File: config.mk
export PLATFORM = sky130hd
export DESIGN_NAME = mesi_bus_arbiter
export DESIGN_NICKNAME = d
export VERILOG_FILES = /design/src/rtl/mesi_bus_arbiter.sv
export SDC_FILE = /design/constraint.sdc
export NUM_CORES = 1
export LEC_CHECK = 0
export CAP_MARGIN = 20
export CORE_MARGIN = 2
export CORE_UTILIZATION = 40
export CTS_BUF_LIST = sky130_fd_sc_hd__clkbuf_16
export DETAILED_ROUTE_END_ITERATION = 10
export PLACE_DENSITY = 0.8
export SETUP_SLACK_MARGIN = 0.15
export SYNTH_ARGS = -nofsm -noshare
export SYNTH_HDL_FRONTEND = slang
export SYNTH_SLANG_ARGS = --single-unit
File: constraint.sdc
create_clock -name CLK -period 6.6 [get_ports CLK]
set_input_delay 0.66 -clock CLK [delete_from_list [all_inputs] [get_ports CLK]]
set_output_delay 0.66 -clock CLK [all_outputs]
set_load 0.02 [all_outputs]
File: src/rtl/mesi_bus_arbiter.sv
// Snooping-bus arbiter for the MESI cache system.
// Grants one cache at a time (round robin), broadcasts its event to the other
// snoopers for a single cycle, then sequences an optional write-back from a
// Modified owner followed by the block fetch. Every output is a register.
module mesi_bus_arbiter #(
    parameter int N_CPU = 4
) (
    input  logic               CLK,
    input  logic               CLR,
    input  logic [N_CPU-1:0]   req,
    input  logic [5*N_CPU-1:0] req_event,
    input  logic [3*N_CPU-1:0] snoop_state,
    output logic [N_CPU-1:0]   grant,
    output logic [N_CPU-1:0]   controle,
    output logic [4:0]         snoop_event,
    output logic [N_CPU-1:0]   wb_sel,
    output logic               mem_req,
    output logic               mem_we,
    input  logic               mem_ack,
    output logic [N_CPU-1:0]   done,
    output logic               error,
    output logic               busy
);

    localparam int IW = $clog2(N_CPU);

    // Event encoding {inv,wh,wm,rh,rm}
    localparam logic [4:0] EV_RM  = 5'b00001;
    localparam logic [4:0] EV_RH  = 5'b00010;
    localparam logic [4:0] EV_WM  = 5'b00100;

    localparam logic [2:0]       ST_MODIFIED = 3'b100;
    localparam logic [N_CPU-1:0] ONE_N       = N_CPU'(1);

    typedef enum logic [2:0] {
        S_IDLE,
        S_BCAST,
        S_WB,
        S_MEM,
        S_DONE
    } state_t;

    // Architectural state
    state_t           r_state;
    logic [IW-1:0]    r_rr_ptr;
    logic [4:0]       r_ev;
    logic [N_CPU-1:0] r_owner;

    // Registered outputs
    logic [N_CPU-1:0] r_grant;
    logic [N_CPU-1:0] r_controle;
    logic [4:0]       r_snoop_event;
    logic [N_CPU-1:0] r_wb_sel;
    logic             r_mem_req;
    logic             r_mem_we;
    logic [N_CPU-1:0] r_done;
    logic             r_error;
    logic             r_busy;

    // Next-state values
    state_t           w_state_next;
    logic [IW-1:0]    w_rr_ptr_next;
    logic [4:0]       w_ev_next;
    logic [N_CPU-1:0] w_owner_next;
    logic [N_CPU-1:0] w_grant_next;
    logic [N_CPU-1:0] w_controle_next;
    logic [4:0]       w_snoop_event_next;
    logic [N_CPU-1:0] w_wb_sel_next;
    logic             w_mem_req_next;
    logic             w_mem_we_next;
    logic [N_CPU-1:0] w_done_next;
    logic             w_error_next;

    // Per-cache decode
    logic [4:0]       w_req_ev [N_CPU];
    logic [N_CPU-1:0] w_is_mod;

    // Arbitration / owner helpers
    logic             w_hi_found;
    logic [IW-1:0]    w_hi_idx;
    logic [IW-1:0]    w_lo_idx;
    logic [IW-1:0]    w_winner;
    logic [N_CPU-1:0] w_winner_oh;
    logic [4:0]       w_win_ev;
    logic             w_win_ev_onehot;
    logic [N_CPU-1:0] w_owner_low;
    logic             w_multi_owner;

    // Slice the packed per-cache buses; a Modified owner must not be the requester
    generate
        for (genvar gi = 0; gi < N_CPU; gi++) begin : g_cache
            assign w_req_ev[gi] = req_event[5*gi +: 5];
            assign w_is_mod[gi] = (snoop_state[3*gi +: 3] == ST_MODIFIED) && !r_grant[gi];
        end
    endgenerate

    // Round-robin pick: lowest requester above rr_ptr, else lowest requester overall
    always_comb begin
        w_hi_found = 1'b0;
        w_hi_idx   = '0;
        w_lo_idx   = '0;
        for (int k = N_CPU - 1; k >= 0; k--) begin
            if (req[k]) begin
                w_lo_idx = IW'(k);
                if (k > int'(r_rr_ptr)) begin
                    w_hi_found = 1'b1;
                    w_hi_idx   = IW'(k);
                end
            end
        end
        w_winner = w_hi_found ? w_hi_idx : w_lo_idx;
    end

    assign w_winner_oh     = ONE_N << w_winner;
    assign w_win_ev        = w_req_ev[w_winner];
    assign w_win_ev_onehot = (w_win_ev != 5'b0) && ((w_win_ev & (w_win_ev - 5'd1)) == 5'b0);

    // Lowest-index Modified owner; more than one set bit is a protocol violation
    assign w_owner_low   = w_is_mod & (~w_is_mod + ONE_N);
    assign w_multi_owner = |(w_is_mod & (w_is_mod - ONE_N));

    // Next-state and next-output decode for the transaction sequencer
    always_comb begin
        w_state_next       = r_state;
        w_rr_ptr_next      = r_rr_ptr;
        w_ev_next          = r_ev;
        w_owner_next       = r_owner;
        w_grant_next       = r_grant;
        w_controle_next    = '1;
        w_snoop_event_next = '0;
        w_wb_sel_next      = '0;
        w_mem_req_next     = 1'b0;
        w_mem_we_next      = 1'b0;
        w_done_next        = '0;
        w_error_next       = 1'b0;

        case (r_state)
            S_IDLE: begin
                if (|req) begin
                    w_grant_next  = w_winner_oh;
                    w_rr_ptr_next = w_winner;
                    w_ev_next     = w_win_ev;
                    if (w_win_ev == EV_RH) begin
                        // Read hit needs no bus operation
                        w_state_next = S_DONE;
                    end else if (!w_win_ev_onehot) begin
                        w_error_next = 1'b1;
                        w_state_next = S_DONE;
                    end else begin
                        // Outputs for the broadcast cycle: only the requester's snooper is masked
                        w_state_next       = S_BCAST;
                        w_snoop_event_next = w_win_ev;
                        w_controle_next    = w_winner_oh;
                    end
                end
            end

            S_BCAST: begin
                w_owner_next = w_owner_low;
                w_error_next = w_multi_owner;
                case (r_ev)
                    EV_RM, EV_WM: begin
                        w_mem_req_next = 1'b1;
                        if (|w_owner_low) begin
                            w_state_next  = S_WB;
                            w_mem_we_next = 1'b1;
                            w_wb_sel_next = w_owner_low;
                        end else begin
                            w_state_next = S_MEM;
                        end
                    end
                    default: begin
                        w_state_next = S_DONE;
                    end
                endcase
            end

            S_WB: begin
                w_mem_req_next = 1'b1;
                if (mem_ack) begin
                    w_state_next = S_MEM;
                end else begin
                    w_mem_we_next = 1'b1;
                    w_wb_sel_next = r_owner;
                end
            end

            S_MEM: begin
                if (mem_ack) begin
                    w_state_next = S_DONE;
                end else begin
                    w_mem_req_next = 1'b1;
                end
            end

            S_DONE: begin
                w_done_next  = r_grant;
                w_grant_next = '0;
                w_state_next = S_IDLE;
            end

            default: begin
                w_state_next = S_IDLE;
                w_grant_next = '0;
            end
        endcase
    end

    // State and output registers; reset abandons any in-flight transaction
    always_ff @(posedge CLK or negedge CLR) begin
        if (!CLR) begin
            r_state       <= S_IDLE;
            r_rr_ptr      <= IW'(N_CPU - 1);
            r_ev          <= '0;
            r_owner       <= '0;
            r_grant       <= '0;
            r_controle    <= '1;
            r_snoop_event <= '0;
            r_wb_sel      <= '0;
            r_mem_req     <= 1'b0;
            r_mem_we      <= 1'b0;
            r_done        <= '0;
            r_error       <= 1'b0;
            r_busy        <= 1'b0;
        end else begin
            r_state       <= w_state_next;
            r_rr_ptr      <= w_rr_ptr_next;
            r_ev          <= w_ev_next;
            r_owner       <= w_owner_next;
            r_grant       <= w_grant_next;
            r_controle    <= w_controle_next;
            r_snoop_event <= w_snoop_event_next;
            r_wb_sel      <= w_wb_sel_next;
            r_mem_req     <= w_mem_req_next;
            r_mem_we      <= w_mem_we_next;
            r_done        <= w_done_next;
            r_error       <= w_error_next;
            r_busy        <= (w_state_next != S_IDLE);
        end
    end

    assign grant       = r_grant;
    assign controle    = r_controle;
    assign snoop_event = r_snoop_event;
    assign wb_sel      = r_wb_sel;
    assign mem_req     = r_mem_req;
    assign mem_we      = r_mem_we;
    assign done        = r_done;
    assign error       = r_error;
    assign busy        = r_busy;

endmodule

==> flow_summary.json <==
{
  "cts-buffers-inserted": 5,
  "syn_area_um2": 1980,
  "wl_met2_mm": 2.24,
  "rsz0062_at_grt": "false",
  "dr.max_layer_used": "met4",
  "gp_congestion": 0.803,
  "dpl.hpwl_mm": 3.32,
  "crit_type": "in -> reg",
  "synth_cell_types": 54,
  "setup_viol_count_final": 0,
  "regToRegSetupSlack_ns": 3.74,
  "seq_area_um2": 983,
  "dr.pass1.iters": 4,
  "worstPathCellList": "clkdlybuf4s50_1 > nor2_1 > a21boi_1 > nor2b_1 > nand2_1 > a21oi_4 > and2_1",
  "rr_worst_depth": 6,
  "reg2reg_from": "r_state[0]$_DFF_PN0_",
  "cp.arrival_ns": 3.44,
  "track_usage_pct": 18.6,
  "slowest_delay_ns": 0.75,
  "fin_crit_sh_pct": 48.8,
  "coreArea_um2": 4750,
  "holdWs_ns": 0.478,
  "cts.sinks": 39,
  "ys_warn_count": 0,
  "pre_cts_slack_ns": 3.18,
  "r2r_end": "snoop_event[2]$_DFF_PN0_",
  "cts_tree": "built",
  "ys.flop_type": "dfrtp_1",
  "htreeDepth": 2,
  "cts_setup_buffers": 0,
  "route.met3.wl_um": 265,
  "multiInputGateArea_um2": 952,
  "fin_tns_setup_ns": 0,
  "fillers": 433,
  "relSlewSlack_pct": 43.8,
  "ant_nets": 0,
  "postCtsHoldBufs": 0,
  "cts-root-buf": "clkbuf_16",
  "max_freq_mhz": 310,
  "grt_pass1_wl_mm": 7.80,
  "yosysTopAreaCellShare_pct": 41.7,
  "max_cap_violations": 0,
  "insertion_delay_ns": 0.28,
  "io_buffers": 63,
  "synthCells": 192,
  "tightest_slew_ns": 0.842,
  "antenna_cells": 0,
  "fp.dieW_um": 74.4,
  "slew_viol_final": 0,
  "dp_cells": 316,
  "synth.avg_cell_area_um2": 10.3,
  "wl_mm": 4.61,
  "vias": 1719,
  "cts_resized": 0,
  "skew_ns": 0.00295,
  "drive_above_1_share_pct": 10.9,
  "p_total_mw": 1.17,
  "wl_per_cell_um": 14.2,
  "grt_max_degree": 40,
  "hold_class": "in -> async",
  "grt_pass1_vias": 1630,
  "layout.cells.non_filler": 324,
  "setup_slack_ns": 3.38,
  "power-per-cell-area_nw_per_um2": 415,
  "max-vdd-ir-drop_uv": 154,
  "leakagePower_nw": 1.19,
  "die_h_um": 74.4,
  "cts_buffer_depth": 2,
  "syn_to_final_growth_pct": 41.9,
  "synth_edf_count": 0,
  "via_per_inst": 5.31,
  "cp_slowest_cell": "nor2b_1",
  "ios": 64,
  "yosys-top-cells-area": "dfrtp_1 42%, dfstp_2 8.0%, nand2_1 4.2%",
  "wl_met1_mm": 2.05,
  "hold_viol": 0,
  "fin_crit_ns": 3.22,
  "start_util_pct": 41.7,
  "synthArstFlopShare_pct": 100,
  "dieArea_um2": 5530,
  "route.detailed.drc": 0,
  "ys_seq_area_share_pct": 49.6,
  "worstSetupStartpoint": "req[3]",
  "grt_overflow": 0,
  "drtIter0Drc": 129,
  "yosysTopAreaCell": "dfrtp_1",
  "fin_nets": 295,
  "end_kind": "flip-flop",
  "status": "completed",
  "rows": 25,
  "critPathMaxFanout": 13,
  "antenna_found_initial": 0,
  "cp.required_ns": 6.82,
  "synth_nets": 231,
  "ys_ff_latch": 39,
  "clk_pin_slew_ns": 0.06,
  "critical_path.startpoint_type": "input pin"
}
state kept, by name, summed over array words and instances (netlist names):
| register | cells |
|---|---|
| grant | 4 |
| r_state | 3 |
| busy | 1 |
| r_ev | 5 |
| mem_we | 1 |
| mem_req | 1 |
| wb_sel | 4 |
| snoop_event | 5 |
| r_owner | 4 |
| controle | 4 |
| r_rr_ptr | 2 |
| error | 1 |
| done | 4 |
metal layers:
layer | up-vias | track usage [%]
met5 | - | 0
li1 | 829 | -
met3 | 7 | 4.74
met4 | 0 | 6.15
met2 | 64 | 30.1
met1 | 819 | 24.4
power breakdown:
group          internal [mW]  switching, mW  total [mW]
sequential             0.328         0.0714       0.399
clock                  0.176         0.0898       0.266
combinational          0.235          0.267       0.503
Yosys cell counts (3+ instances only):
cell	number
a221o_1	3
nor4b_1	4
nand2b_1	8
a22o_1	4
nor3_1	3
o21ai_0	14
dfstp_2	6
nor2b_1	5
mux2_2	3
and2_1	3
mux2i_1	5
nor2_1	19
a21oi_1	4
xnor2_1	4
nand2_1	22
a211oi_1	3
and3_1	4
dfrtp_1	33
cells in the final DEF, fill, tap and decap left out, types with 2 or more instances in the layout:
master	netlist	routed
dfrtp_1	33	33
and3_1	4	4
nor4b_1	4	4
a211oi_1	3	3
nor2_1	19	19
a21oi_1	4	4
nand3_1	2	2
mux2_2	3	3
nand2b_1	8	8
mux2i_1	5	5
or4b_2	2	2
nand2_1	22	22
a22o_1	4	4
o21bai_1	2	2
xnor2_1	4	4
or3_1	2	2
o21ai_0	14	14
dfstp_2	6	6
and2_1	3	3
clkdlybuf4s50_1	0	62
nor4_1	2	2
a221o_1	3	3
o211a_1	2	2
nor3_1	3	3
clkbuf_16	0	5
nor2b_1	5	5
a21boi_1	2	2
metrics by stage:
| step | util [%] | cell area [µm²] |
|---|---|---|
| 5_1_grt | 59.2 | 2810 |
| 2_1_floorplan | - | 1980 |
| 4_1_cts | 59.2 | 2810 |
| 3_3_place_gp | 55.7 | 2650 |
| 6_report | 59.2 | 2810 |
| 3_5_place_dp | 55.7 | 2650 |
how the worst max path moves through the flow:
| stage | end | slack, ns |
|---|---|---|
| 2_1_floorplan | r_state[0]$_DFF_PN0_ | 4.04 |
| 3_3_place_gp | snoop_event[2]$_DFF_PN0_ | 3.29 |
| 3_5_place_dp | snoop_event[0]$_DFF_PN0_ | 3.18 |
| 4_1_cts | snoop_event[2]$_DFF_PN0_ | 3.41 |
| 5_1_grt | snoop_event[0]$_DFF_PN0_ | 3.10 |
| 6_report | snoop_event[2]$_DFF_PN0_ | 3.38 |
final cells by class:
cell class,count,share of cell area (%)
sequential,39,35.0
multi-input combinational,146,33.9
timing repair buffer,63,22.2
clock buffer,5,4.45
tap,67,2.98
clock inverter,3,1.38
inverter,1,0.133
kinds of logic (layout without fill, tap and decap cells):
| group | Yosys count | count (layout) | share of synthesized area, % |
|---|---|---|---|
| compound gates | 53 | 53 | 21.0 |
| xor+xnor | 4 | 4 | 1.77 |
| fa+ha+maj | 1 | 1 | 0.505 |
| buf+inv | 7 | 72 | 2.34 |
| flops | 39 | 39 | 49.6 |
| mux | 8 | 8 | 4.23 |
| other cells | 1 | 1 | 0.189 |
| simple gates | 79 | 79 | 20.4 |
worst max-delay path: cells and delay by family:
| family | cells | cell delay, ns |
|---|---|---|
| AND/OR/NAND/NOR | 4 | 1.30 |
| AO/OA/AOI/OAI | 2 | 0.77 |
| buffers and inverters | 1 | 0.69 |
Power figures use the tool's default switching activity.
